==> config.mk <==
export PLATFORM = sky130hd
export DESIGN_NAME = unidade_controle_flat
export DESIGN_NICKNAME = d
export VERILOG_FILES = /design/src/rtl/nrisc_pkg.sv /design/src/rtl/unidade_controle_if.sv /design/src/rtl/controle_decode.sv /design/src/rtl/unidade_controle.sv /design/src/flat_wrapper.sv
export SDC_FILE = /design/constraint.sdc
export NUM_CORES = 1
export LEC_CHECK = 0
export ABC_AREA = 1
export CORE_AREA = 8 8 59 61
export DETAILED_ROUTE_END_ITERATION = 10
export DIE_AREA = 0 0 67 69
export SYNTH_ARGS = -nofsm -noshare
export SYNTH_HDL_FRONTEND = slang
export SYNTH_SLANG_ARGS = --single-unit
export TNS_END_PERCENT = 5
==> constraint.sdc <==
create_clock -name clock -period 2.08 [get_ports clock]
set_clock_uncertainty 0.1 [all_clocks]
set_input_delay 0.624 -clock clock [delete_from_list [all_inputs] [get_ports clock]]
set_output_delay 0.624 -clock clock [all_outputs]
set_load 0.1 [all_outputs]
==> src/rtl/nrisc_pkg.sv <==
// nrisc_pkg: shared definitions for the nRisc control path.
//   - opcode values (ir[7:4])
//   - controller state encoding (3-bit)
//   - ALU function and PC source encodings, also used by the ALU and PC blocks
//   - ctrl_t: bundle of every control output produced by controle_decode
package nrisc_pkg;

  localparam logic [3:0] OP_NOP  = 4'h0;
  localparam logic [3:0] OP_ADD  = 4'h1;
  localparam logic [3:0] OP_SUB  = 4'h2;
  localparam logic [3:0] OP_AND  = 4'h3;
  localparam logic [3:0] OP_OR   = 4'h4;
  localparam logic [3:0] OP_SLT  = 4'h5;
  localparam logic [3:0] OP_LI   = 4'h6;
  localparam logic [3:0] OP_LW   = 4'h7;
  localparam logic [3:0] OP_SW   = 4'h8;
  localparam logic [3:0] OP_BEQ  = 4'h9;
  localparam logic [3:0] OP_J    = 4'hA;
  localparam logic [3:0] OP_HALT = 4'hF;

  typedef enum logic [2:0] {
    ST_FETCH  = 3'd0,
    ST_DECODE = 3'd1,
    ST_EXEC   = 3'd2,
    ST_MEM    = 3'd3,
    ST_WB     = 3'd4,
    ST_HALT   = 3'd5
  } state_t;

  typedef enum logic [2:0] {
    ALU_ADD    = 3'd0,
    ALU_SUB    = 3'd1,
    ALU_AND    = 3'd2,
    ALU_OR     = 3'd3,
    ALU_SLT    = 3'd4,
    ALU_PASS_B = 3'd7
  } alu_op_t;

  typedef enum logic [1:0] {
    PC_INC = 2'd0,  // pc + 1
    PC_REL = 2'd1,  // pc + 1 + sext(ir[3:0])
    PC_ABS = 2'd2   // {4'b0, ir[3:0]}
  } pc_src_t;

  typedef struct packed {
    logic    in1;
    logic    in2;
    logic    inec;
    logic    escreve_reg;
    alu_op_t alu_op;
    logic    alu_src;
    logic    mem_read;
    logic    mem_write;
    logic    mem_to_reg;
    logic    ir_write;
    logic    pc_write;
    pc_src_t pc_src;
    logic    halted;
    logic    illegal;
  } ctrl_t;

  function automatic logic is_rtype(input logic [3:0] op);
    return (op == OP_ADD) || (op == OP_SUB) || (op == OP_AND) ||
           (op == OP_OR)  || (op == OP_SLT);
  endfunction

  function automatic logic is_illegal(input logic [3:0] op);
    return (op >= 4'hB) && (op <= 4'hE);
  endfunction

  // ALU function for the execute phase of each opcode. LI and the memory
  // ops use PASS_B: LI passes the immediate, LW/SW pass rb as the address.
  function automatic alu_op_t alu_for(input logic [3:0] op);
    case (op)
      OP_SUB:               return ALU_SUB;
      OP_AND:               return ALU_AND;
      OP_OR:                return ALU_OR;
      OP_SLT:               return ALU_SLT;
      OP_LI, OP_LW, OP_SW:  return ALU_PASS_B;
      OP_BEQ:               return ALU_SUB;
      default:              return ALU_ADD;
    endcase
  endfunction

endpackage

==> src/rtl/unidade_controle_if.sv <==
// unidade_controle_if: instruction/data memory handshake between the control
// unit (master) and the memory (slave).
//   instr     memory -> ctrl  instruction word, valid with mem_ready in FETCH
//   mem_ready memory -> ctrl  access completes on a posedge where this is 1
//   MemRead   ctrl -> memory  read strobe
//   MemWrite  ctrl -> memory  write strobe
interface unidade_controle_if;
  logic [7:0] instr;
  logic       mem_ready;
  logic       MemRead;
  logic       MemWrite;

  modport master (
    input  instr,
    input  mem_ready,
    output MemRead,
    output MemWrite
  );

  modport slave (
    output instr,
    output mem_ready,
    input  MemRead,
    input  MemWrite
  );
endinterface

==> src/rtl/controle_decode.sv <==
// controle_decode: purely combinational map from (state, ir, zero, mem_ready)
// to every control output of the nRisc control unit.
//   state     in  current controller state
//   ir        in  latched instruction
//   zero      in  ALU zero flag (used by BEQ in EXEC)
//   mem_ready in  memory handshake (qualifies the FETCH load strobes)
//   ctrl      out all control outputs as one struct
module controle_decode
  import nrisc_pkg::*;
(
  input  state_t     state,
  input  logic [7:0] ir,
  input  logic       zero,
  input  logic       mem_ready,
  output ctrl_t      ctrl
);

  logic [3:0] op;
  logic       unused_ir_bits;

  assign op = ir[7:4];
  // The immediate bits are consumed by the datapath, not by the controller.
  assign unused_ir_bits = ^ir[1:0];

  always_comb begin
    ctrl = '0;

    // Read selects depend on ir only, so they are stable from DECODE until
    // the next IR load and the register file's negedge read sees them early.
    // BEQ always compares r0 against r1.
    if (op == OP_BEQ) begin
      ctrl.in1 = 1'b0;
      ctrl.in2 = 1'b1;
    end else begin
      ctrl.in1 = ir[3];
      ctrl.in2 = ir[2];
    end
    ctrl.inec = ir[3];

    case (state)
      ST_FETCH: begin
        ctrl.mem_read = 1'b1;
        if (mem_ready) begin
          ctrl.ir_write = 1'b1;
          ctrl.pc_write = 1'b1;
          ctrl.pc_src   = PC_INC;
        end
      end

      ST_DECODE: begin
        ctrl.illegal = is_illegal(op);
        if (op == OP_J) begin
          ctrl.pc_write = 1'b1;
          ctrl.pc_src   = PC_ABS;
        end
      end

      ST_EXEC: begin
        ctrl.alu_op  = alu_for(op);
        ctrl.alu_src = (op == OP_LI);
        if ((op == OP_BEQ) && zero) begin
          ctrl.pc_write = 1'b1;
          ctrl.pc_src   = PC_REL;
        end
      end

      // ALU controls are held through MEM and WB so the address / result
      // stays valid without a separate ALU output register.
      ST_MEM: begin
        ctrl.alu_op    = alu_for(op);
        ctrl.alu_src   = (op == OP_LI);
        ctrl.mem_read  = (op == OP_LW);
        ctrl.mem_write = (op == OP_SW);
      end

      ST_WB: begin
        ctrl.alu_op      = alu_for(op);
        ctrl.alu_src     = (op == OP_LI);
        ctrl.escreve_reg = 1'b1;
        ctrl.mem_to_reg  = (op == OP_LW);
      end

      ST_HALT: begin
        ctrl.halted = 1'b1;
      end

      default: ;
    endcase
  end

endmodule

==> src/rtl/unidade_controle.sv <==
// unidade_controle: multi-cycle control unit for the nRisc core.
// Sequences FETCH/DECODE/EXEC/MEM/WB, latches the fetched instruction and
// drives the register file, ALU, memory and PC controls.
//   clock       in   system clock (register file writes posedge, reads negedge)
//   reset_n     in   asynchronous active-low reset
//   mem         if   memory handshake (instr, mem_ready, MemRead, MemWrite)
//   zero        in   ALU zero flag, sampled in EXEC
//   in1/in2     out  register file read selects A/B
//   inec        out  register file write select
//   EscreveReg  out  register file write enable
//   AluOp       out  ALU function
//   AluSrc      out  ALU B source (0 reg B, 1 sext immediate)
//   MemToReg    out  write-back source (1 memory, 0 ALU)
//   IRWrite     out  instruction register load
//   PCWrite     out  PC load enable
//   PCSrc       out  PC source select
//   halted      out  high in HALT
//   illegal     out  one-cycle pulse in DECODE on an undefined opcode
module unidade_controle
  import nrisc_pkg::*;
#(
  parameter logic [7:0] RESET_IR = 8'h00
) (
  input  logic                clock,
  input  logic                reset_n,
  unidade_controle_if.master  mem,
  input  logic                zero,
  output logic                in1,
  output logic                in2,
  output logic                inec,
  output logic                EscreveReg,
  output logic [2:0]          AluOp,
  output logic                AluSrc,
  output logic                MemToReg,
  output logic                IRWrite,
  output logic                PCWrite,
  output logic [1:0]          PCSrc,
  output logic                halted,
  output logic                illegal
);

  state_t     state_reg;
  state_t     state_next;
  logic [7:0] ir_reg;
  logic [3:0] op;
  ctrl_t      ctrl_raw;
  ctrl_t      ctrl_out;

  assign op = ir_reg[7:4];

  always_ff @(posedge clock or negedge reset_n) begin
    if (!reset_n) begin
      state_reg <= ST_FETCH;
      ir_reg    <= RESET_IR;
    end else begin
      state_reg <= state_next;
      if (ctrl_raw.ir_write) begin
        ir_reg <= mem.instr;
      end
    end
  end

  always_comb begin
    state_next = state_reg;
    case (state_reg)
      ST_FETCH: begin
        if (mem.mem_ready) state_next = ST_DECODE;
      end
      ST_DECODE: begin
        if (op == OP_HALT)
          state_next = ST_HALT;
        else if ((op == OP_NOP) || (op == OP_J) || is_illegal(op))
          state_next = ST_FETCH;
        else
          state_next = ST_EXEC;
      end
      ST_EXEC: begin
        if (is_rtype(op) || (op == OP_LI))
          state_next = ST_WB;
        else if ((op == OP_LW) || (op == OP_SW))
          state_next = ST_MEM;
        else
          state_next = ST_FETCH;
      end
      ST_MEM: begin
        if (mem.mem_ready)
          state_next = (op == OP_LW) ? ST_WB : ST_FETCH;
      end
      ST_WB:   state_next = ST_FETCH;
      ST_HALT: state_next = ST_HALT;
      default: state_next = ST_FETCH;
    endcase
  end

  controle_decode u_decode (
    .state     (state_reg),
    .ir        (ir_reg),
    .zero      (zero),
    .mem_ready (mem.mem_ready),
    .ctrl      (ctrl_raw)
  );

  // While reset is held every output is forced low, so a stalled store is
  // abandoned the instant reset_n falls rather than at the next edge.
  always_comb begin
    ctrl_out = ctrl_raw;
    if (!reset_n) ctrl_out = '0;
  end

  assign in1          = ctrl_out.in1;
  assign in2          = ctrl_out.in2;
  assign inec         = ctrl_out.inec;
  assign EscreveReg   = ctrl_out.escreve_reg;
  assign AluOp        = ctrl_out.alu_op;
  assign AluSrc       = ctrl_out.alu_src;
  assign mem.MemRead  = ctrl_out.mem_read;
  assign mem.MemWrite = ctrl_out.mem_write;
  assign MemToReg     = ctrl_out.mem_to_reg;
  assign IRWrite      = ctrl_out.ir_write;
  assign PCWrite      = ctrl_out.pc_write;
  assign PCSrc        = ctrl_out.pc_src;
  assign halted       = ctrl_out.halted;
  assign illegal      = ctrl_out.illegal;

endmodule
==> src/flat_wrapper.sv <==
// flat-port wrapper written by rule: the top's interface ports become plain ports
module unidade_controle_flat import nrisc_pkg::*;
#(
  parameter logic [7:0] RESET_IR = 8'h00
)
  (clock, reset_n, zero, in1, in2, inec, EscreveReg, AluOp, AluSrc, MemToReg, IRWrite, PCWrite, PCSrc, halted, illegal, mem_instr, mem_mem_ready, mem_MemRead, mem_MemWrite);
  unidade_controle_if mem_i ();
  input  logic clock;
  input  logic reset_n;
  input  logic zero;
  output logic in1;
  output logic in2;
  output logic inec;
  output logic EscreveReg;
  output logic [2:0] AluOp;
  output logic AluSrc;
  output logic MemToReg;
  output logic IRWrite;
  output logic PCWrite;
  output logic [1:0] PCSrc;
  output logic halted;
  output logic illegal;
  input wire logic [$bits(mem_i.instr)-1:0] mem_instr;
  input wire logic [$bits(mem_i.mem_ready)-1:0] mem_mem_ready;
  output wire logic [$bits(mem_i.MemRead)-1:0] mem_MemRead;
  output wire logic [$bits(mem_i.MemWrite)-1:0] mem_MemWrite;
  assign mem_i.instr = mem_instr;
  assign mem_i.mem_ready = mem_mem_ready;
  assign mem_MemRead = mem_i.MemRead;
  assign mem_MemWrite = mem_i.MemWrite;
  unidade_controle #(.RESET_IR(RESET_IR)) u_core (.clock(clock), .reset_n(reset_n), .mem(mem_i), .zero(zero), .in1(in1), .in2(in2), .inec(inec), .EscreveReg(EscreveReg), .AluOp(AluOp), .AluSrc(AluSrc), .MemToReg(MemToReg), .IRWrite(IRWrite), .PCWrite(PCWrite), .PCSrc(PCSrc), .halted(halted), .illegal(illegal));
endmodule
==> flow_summary.toml <==
[worst_setup_path]
end_kind = "output port"
worstPathMaxFanout = 5
cp_top_family = "simple AND/OR/NAND/NOR gates"
cp_cell_sequence = "inv_2 > nor2_2 > nand4_1 > a21oi_4 > buf_12"
start_kind = "flop"
max_stage_delay_ns = 0.41
path_buf_inv = 2
required_ns = 1.36
critical_path_class = "reg2out"
arrival_ns = 1.55
slowest_stage = "dfrtp_1"

[place]
dp_hpwl_um = 2039
place.gp.congestion = 0.7722
dp_slack_ns = -0.4801
io_buffers = 26

[floorplan]
ioPinCount = 29
fp.dieH_um = 69
core-area_um2 = 2615
start_util_pct = 28.37
die-area_um2 = 4623
rows = 19
die_w_um = 67

[timing]
drv_slew = 0
rsz0062_at_grt = "true"
worst_pin_slew_ns = 0.2579
finalWorstPathRequiredPeriod_ns = 2.278
max_slew_margin_pct = 82.81
fmax_ghz = 0.4391
finalSetupViolCount = 13
hold_viol_final = 0
period_share_pct = 109.5
setup_ws_ns = -0.1976

[finish]
layout.nets = 177
largest_reg_flops = 6
drive_gt1_share_pct = 48.17
post-route-util_pct = 57.18
n_antenna_cell = 0
fill_cells = 245
area_growth_pct = 101.5

[grt]
grt_overflow = 0
grt.total_usage_pct = 10.45
grt_start_max_net_pins = 13
grt_pass1_wl_um = 3912
grt_pass1_vias = 914
antenna_found_initial = 0

[pwr]
peakVddDrop_v = 0.0009026
p_leak_nw = 0.7149
power_density_nw_per_um2 = 1434
power_mw = 2.144

[synth]
seq_area_frac_synth_pct = 30.35
synth_seq_cells = 9
syn_area_per_cell_um2 = 6.032
synthCells = 123
syn_area_um2 = 742.0
synthesis.nets = 135
yosysWarnings = 0
synth_cell_types = 19

[clock_tree]
cts_buffer_depth = 2
cts_tree = "done"
cts_buffers = 3
clock-sinks = 9
cts-root-buf = "clkbuf_4"
htree_levels = 1
ctsHoldBuffers = 0
insertion_delay_ns = 0.26
clk_pin_slew_worst_paths_ns = 0.06

[detailed_routing]
drtIter0Drc = 26
dr_total_vias = 910
dr.pass1.iters = 4
drc_errors = 0
ant_nets = 0
vias_per_cell = 4.667
post_drt_wl_per_cell_um = 11.68
wl_um = 2278

[hold_path]
hold_class = "in2async"

[run_status]
status = "finished with violations"
violations = "negative setup slack"

[run]
drv_cap = 0
==> layout by cell type, fill, tap and decap left out, types with 2 or more instances in the layout <==
cell and n:
a21oi_1 2, buf_12 18, buf_4 10, clkbuf_4 3, clkdlybuf4s50_1 6, dfrtp_1 6, dfrtp_2 3, dlygate4sd2_1 2
inv_1 10, inv_2 7, nand2_1 37, nand2_2 8, nand3_1 4, nand3_2 2, nand4_1 2, nor2_1 10
nor2_2 8, nor2_4 9, nor3_4 5, o21ai_0 3
==> worst paths after layout <==
kind,to,cells after the start,from,slack (ns)
hold / removal,u_core.ir_reg[3]$_DFFE_PN0P_,3,reset_n,0.36
hold reg to reg,u_core.ir_reg[3]$_DFFE_PN0P_,2,u_core.ir_reg[3]$_DFFE_PN0P_,0.39
setup / recovery,mem_MemRead,5,u_core.ir_reg[6]$_DFFE_PN0P_,-0.20
setup reg to reg,u_core.ir_reg[4]$_DFFE_PN0P_,7,u_core.state_reg[0]$_DFFE_PN0P_,0.72
max in group asynchronous,u_core.state_reg[2]$_DFFE_PN0P_,3,reset_n,1.36
min in group clock,u_core.ir_reg[3]$_DFFE_PN0P_,2,u_core.ir_reg[3]$_DFFE_PN0P_,0.39
==> cell families after synthesis <==
family	count (synthesis)	synth area share [%]
and+or+nand+nor	87	53.79
buffers and inverters	18	9.106
DFF	9	30.35
AOI/OAI and AO/OA	9	6.746
==> Yosys cell counts <==
library cell	number	area share (%)
nand2_1	41	21
nor2_1	22	11
inv_1	13	6.6
dfrtp_1	9	30
nand3_1	5	3.4
nor3_1	5	3.4
inv_2	4	2.0
nand2_2	4	3.4
nor2_2	4	3.4
o21ai_0	4	2.7
a21oi_1	3	2.0
nand4_1	2	1.7
a21oi_2	1	1.2
clkbuf_1	1	0.51
nand2_4	1	1.5
nand3_2	1	1.3
nand3_4	1	2.4
nor2_4	1	1.5
o22ai_1	1	0.84
==> where the power goes <==
group	total, mW	switching (mW)	internal [mW]
Combinational	1.63	1.07	0.566
Clock	0.138	0.0637	0.0741
Sequential	0.375	0.110	0.265
==> area by class of cell <==
| cell class | count | area [µm²] | share of cell area, % |
|---|---|---|---|
| clock buffer | 4 | 26.28 | 1.757 |
| inverter | 17 | 63.81 | 4.268 |
| timing repair buffer | 38 | 535.5 | 35.82 |
| sequential | 9 | 229.0 | 15.31 |
| multi-input combinational | 96 | 601.8 | 40.25 |
| tap | 31 | 38.79 | 2.594 |
==> per-layer routing <==
metal	wire, µm	track usage [%]
met1	959	11.88
met2	1153	18.51
met3	148	2.908
met4	17	2.093
met5	0	0
==> worst min-delay path, delay by kind of cell <==
kind | cells | cell delay (ns)
buffers and inverters | 3 | 0.42
==> metrics by stage <==
stage / std cells / TNS [ns] / hold slack (ns) / cell area [µm²]
floorplan: 123 / -2.757 / 0.2284 / 893.4
global placement: 190 / -5.691 / 0.3641 / 1433
detailed placement: 190 / -5.940 / 0.3724 / 1433
CTS: 195 / -1.811 / 0.3569 / 1494
global route: 195 / -2.737 / 0.3612 / 1495
finish: 195 / -1.487 / 0.3568 / 1495
==> repair_timing <==
item                                    4_1_cts  5_1_grt
cloned                                        0        0
setup buffers                                 1        0
pin swaps                                    12        4
gates resized for setup                      18        3
endpoints found under the setup margin       17       16
Note: power is estimated with default switching activity, not from simulation.
==> RTL change 1: new RTL, config.mk and constraints unchanged <==
Make the reset (`reset_n`) synchronous in one clocked block. Comments in the files are not updated.
--- a/src/rtl/unidade_controle.sv
+++ b/src/rtl/unidade_controle.sv
@@ -49,5 +49,5 @@
   assign op = ir_reg[7:4];
 
-  always_ff @(posedge clock or negedge reset_n) begin
+  always_ff @(posedge clock) begin
     if (!reset_n) begin
       state_reg <= ST_FETCH;
Formal check against the unedited RTL: same outputs for any inputs over 10 cycles, from zero or initial values and one cycle with reset_n low; that may be too few to reach the edited logic, so the function may still have changed.
==> RTL change 1 against the original RTL <==
The run still ends with negative setup slack left. Clock power is 38% higher. Synthesized cell count is 8.9% higher. Synthesized area up 14%. Sequential cell count is 3 higher. Critical path depth unchanged. Final area grew 24%. Routed wire length is 37% higher. Total power fell by 31%. Register-to-register slack worse by 0.42 ns. Sequential share of layout area down 1.9 points. Sequential power is 11% lower. Setup slack better by 0.0088 ns.
==> RTL change 1: results (changes against the original RTL) <==
Synth Flop Type=dfxtp_1; failing checks=negative setup slack; Peak VDD IR=0.5952 mV (-34%); GRT Util Overall=0.1415 (+0.03707); Post-DP Area=1649 µm² (+15%); grt met3 use=0.01616 (-0.01292); PortBufs=26 (unchanged); first-pass GRT wire length=5223 µm (+34%); latest clock arrival within the worst-skew pair=0.28 ns (+0.02 ns); Synth async-reset ratio=0 (-1.000); HPWL Detailed=2528 µm (+24%); Starting DRT DRC Count=30 (+15%); H-tree Lvls=1 (unchanged); setup slack after layout=-0.1888 ns (+0.008825 ns); Seq/Total Area, Yosys=0.2849 (-0.01867); cell family with most CP delay=compound AO/OA/AOI/OAI gates; status=complete, but fails checks; largest net degree at the start of global routing=8 (-5); initial antenna violation count=0 (unchanged); TritonCTS Buffers=3 (unchanged); clk slew on worst S/H paths=0.09 ns (+0.03 ns); Filler Cells Inserted=203 (-17%); synth cell count leaders=nand2_1, inv_1, nor2_1; Compound-Gate Fraction of Synth Area=0.1024 (+0.03492); TritonRoute pass-1 iters=4 (unchanged); slowest CP cell=o21ai_0; M1 WL=1254 µm (+31%); met2 usage=0.2500 (+0.06489); ant diodes=0 (unchanged); max incr delay on CP=0.42 ns; Critical Path Fanout Max=4 (-1); drt total wl=3121 µm (+37%); share of layout cells above drive strength 1=0.5226 (+0.04091); Longest Clk Path Bufs=2 (unchanged); met3 wire len=174 µm (+18%); fin nets=212 (+20%); xor-xnor portion of the synthesized cell area=0 (unchanged); relative slew slack=0.6660 (-0.1621); # setup viols final=14 (+1); worst min path class=flip-flop to flip-flop; library cells used by synthesis=23 (+4); routed length on met2=1643 µm (+42%); vias in the first global route=1,154 (+26%); P_leak=0.8702 nW (+22%); Final GP Congestion=0.8675 (+12%); Root Driver=clkbuf_4; critical path data arrival time=1.54 ns; Net Count, Synth=146 (+8.1%); post-synthesis adder-cell area fraction=0 (unchanged); Area contributors post-synth=dfxtp_1, nand2_1, inv_1; vias per cell=4.900 (+5.0%); met1 Track Usage GR=0.1609 (+0.04217); Pins Over Slew Limit=0 (unchanged); top sig layer=met4
==> RTL change 1: cell count changes after synthesis, sizes merged, moves of 2 or more <==
cell	delta
o21ai	+3
inv	+9
dfrtp	-9
and3	+2
nand3	+5
nand4	+3
nor2	-9
nand2	-13
dfxtp	+12
nor4	+3
a21oi	+3
==> RTL change 1: cell type report <==
cell class	count	area (µm²)	area share
Clock buffer	4	36.28	0.01952
Inverter	27	123.9	0.06662
Timing Repair Buffer	62	745.7	0.4011
Sequential cell	12	250.2	0.1346
Tap cell	31	38.79	0.02086
Multi-Input combinational cell	94	664.4	0.3573
==> RTL change 1: cell families after synthesis <==
logic type,after synthesis
AOI/OAI and AO/OA,16
and+or+nand+nor,78
buffers and inverters,28
DFF,12
==> RTL change 1: final timing paths <==
check        slack [ns]                 from  depth (start not counted)          endpoint
max               -0.19     u_core.ir_reg[4]                          5           illegal
min                0.42     u_core.ir_reg[2]                          2  u_core.ir_reg[2]
max reg2reg        0.30  u_core.state_reg[0]                         12         flip-flop
min reg2reg        0.42     u_core.ir_reg[2]                          2  u_core.ir_reg[2]
==> RTL change 1: repair_timing <==
item	in CTS	in global routing
buffers inserted	6	0
gates resized for setup	39	8
pin swaps	11	4
setup endpoints to repair	17	16
==> RTL change 1: report_power, final <==
group / internal (mW) / switching (mW)
registers: 0.295 / 0.0399
clock network: 0.106 / 0.0848
logic: 0.385 / 0.574
==> RTL change 1: metrics by stage <==
step,hold slack (ns),instances,setup TNS [ns],worst slack (ns),util
after floorplan,0.3505,134,-5.273,-0.5918,-
after global placement,0.3827,220,-9.459,-0.6876,0.6306
after detailed placement,0.3770,220,-9.696,-0.7211,0.6306
after CTS,0.4231,230,-1.892,-0.1780,0.6990
after global routing,0.4403,230,-2.811,-0.2504,0.7110
final,0.4165,230,-1.844,-0.1888,0.7110
==> RTL change 2: new RTL, same flow settings <==
Without the edit above. Encoding of `state_t`: now Gray code (3 bits for 6 states).
--- a/src/rtl/nrisc_pkg.sv
+++ b/src/rtl/nrisc_pkg.sv
@@ -20,10 +20,10 @@
 
   typedef enum logic [2:0] {
-    ST_FETCH  = 3'd0,
-    ST_DECODE = 3'd1,
-    ST_EXEC   = 3'd2,
-    ST_MEM    = 3'd3,
-    ST_WB     = 3'd4,
-    ST_HALT   = 3'd5
+    ST_FETCH  = 3'b000,
+    ST_DECODE = 3'b001,
+    ST_EXEC   = 3'b011,
+    ST_MEM    = 3'b010,
+    ST_WB     = 3'b110,
+    ST_HALT   = 3'b111
   } state_t;
 
Function: same outputs for any inputs over 10 cycles, from zero or initial values and one cycle with reset_n low; not proved beyond that.
==> RTL change 2 against the original RTL <==
Synthesized area is 4.0% lower. Total power is 8.8% higher. Highest routed layer unchanged. The run still ends with negative setup slack left. Setup slack better by 0.025 ns. Non-clock buffer count is 20 higher. Largest cell class is now buffers. Count of clock-buffer cells in the layout stayed put. Maximum frequency is 1.1% higher. Sequential cell count stayed put. Largest power group unchanged. Final area is 16% higher. Critical path type unchanged. Cell count is 1.5% higher. Via count is 1.9% higher. Routed wire length is 9.9% higher. Combinational power is 10% higher.
==> RTL change 2: results (changes against the original RTL) <==
status=complete, but fails checks; failing checks=negative setup slack; Final GP Congestion=0.8364 (+8.3%); library cells used by synthesis=21 (+2); vias in the first global route=968 (+5.9%); cell family with most CP delay=flip-flops; largest net degree at the start of global routing=9 (-4); routed length on met2=1355 µm (+18%); drt total wl=2503 µm (+9.9%); P_sw=1.235 mW (-0.38%); first-pass GRT wire length=4167 µm (+6.5%); # setup viols final=14 (+1); TritonRoute pass-1 iters=3 (-1); slowest CP cell=dfrtp_2; pre-CTS setup slack=-0.5460 ns (-0.06593 ns); P_leak=0.7523 nW (+5.2%); Area contributors post-synth=dfrtp_1, nor2_1, nand2_1; Peak VDD IR=0.9021 mV (about the same); Reg2Reg Launch Point=u_core.ir_reg[6]; commonest non-fill, non-tap cell in the layout=buf_4; FF-to-FF path depth=9 (+2); reg-to-reg setup timing slack=0.53 ns (-0.19 ns); FF-to-FF End=u_core.state_reg[0]; synth cell count leaders=nor2_1, nand2_1, dfrtp_1, inv_1, nand3_1; Filler Cells Inserted=212 (-13%); Seq/Total Area, Yosys=0.3163 (+0.01280); cell area after synthesis=711.9 µm² (-4.0%); critical path data arrival time=1.53 ns (-0.02 ns); met3 wire len=165 µm (+11%); share of layout cells above drive strength 1=0.6527 (+0.1710); setup slack after layout=-0.1727 ns (+0.02489 ns); fin nets=180 (+1.7%); M1 WL=968 µm (+0.94%); max incr delay on CP=0.47 ns (+0.06 ns)
-- RTL change 2: changes by cell type after synthesis, moves of 3 or more --
cell,unedited run,this run
nand2_1,41,23
nor2_1,22,27
a21oi_1,3,7
inv_1,13,9
nor2_2,4,0
nand3_1,5,8
nor3_1,5,2
nor4_1,0,3
-- RTL change 2: how the worst min path moves through the flow --
stage	cells after the start	to	slack (ns)
2_1_floorplan	0	u_core.ir_reg[2]	0.23
3_3_place_gp	1	u_core.ir_reg[3]	0.40
3_5_place_dp	1	u_core.ir_reg[3]	0.40
4_1_cts	3	u_core.state_reg[2]	0.29
5_1_grt	3	u_core.ir_reg[2]	0.28
6_report	3	u_core.ir_reg[2]	0.29
-- RTL change 2: cells by family after synthesis --
group | share of synthesized area
flip-flops | 0.3164
multiplexers | 0.04218
buffers and inverters | 0.1019
AO/OA/AOI/OAI | 0.1230
AND/OR/NAND/NOR | 0.4165
-- RTL change 2: timing repair --
action,4_1_cts,5_1_grt
buffers inserted,5,4
setup endpoints to repair,17,16
gates resized for setup,40,16
pin swaps,11,11
-- RTL change 2: metal layers --
layer | GRT usage | vias up
met1 | 0.1208 | 434
li1 | - | 472
met4 | 0.04651 | 0
met5 | 0 | -
met2 | 0.1851 | 19
met3 | 0.03231 | 2
-- RTL change 2: final cells by class --
type,count,share of cell area
repair buffers,58,0.4107
multi-input cells,84,0.3754
flip-flops and latches,9,0.1340
inverters,12,0.04251
well taps,31,0.02233
clock buffers,4,0.01513
-- RTL change 2: through the flow --
stage	std cells	instance area (µm²)	utilization	TNS, ns	power, mW
2_1_floorplan	108	844.6	-	-4.905	1.284
3_3_place_gp	186	1491	0.5703	-7.932	1.836
3_5_place_dp	186	1491	0.5703	-8.112	1.867
4_1_cts	195	1662	0.6354	-1.825	2.201
5_1_grt	198	1737	0.6641	-2.602	2.486
6_report	198	1737	0.6641	-1.605	2.333
-- RTL change 2: worst reg2reg max path, cell delays in order (launching register included) --
cell,delay (ns)
dfrtp_2,0.45
inv_4,0.07
buf_4,0.13
buf_4,0.12
buf_4,0.13
nand2_1,0.05
nor2_1,0.03
nor2_1,0.08
nand3_1,0.11
a31oi_1,0.19
-- RTL change 2: power groups by stage --
stage                     registers, mW  clock network (mW)  logic [mW]
after floorplan                   0.324                   0       0.960
after global placement            0.354                   0        1.48
after detailed placement          0.359                   0        1.51
after CTS                         0.384               0.134        1.68
after global routing              0.417               0.147        1.92
final                             0.406               0.130        1.80
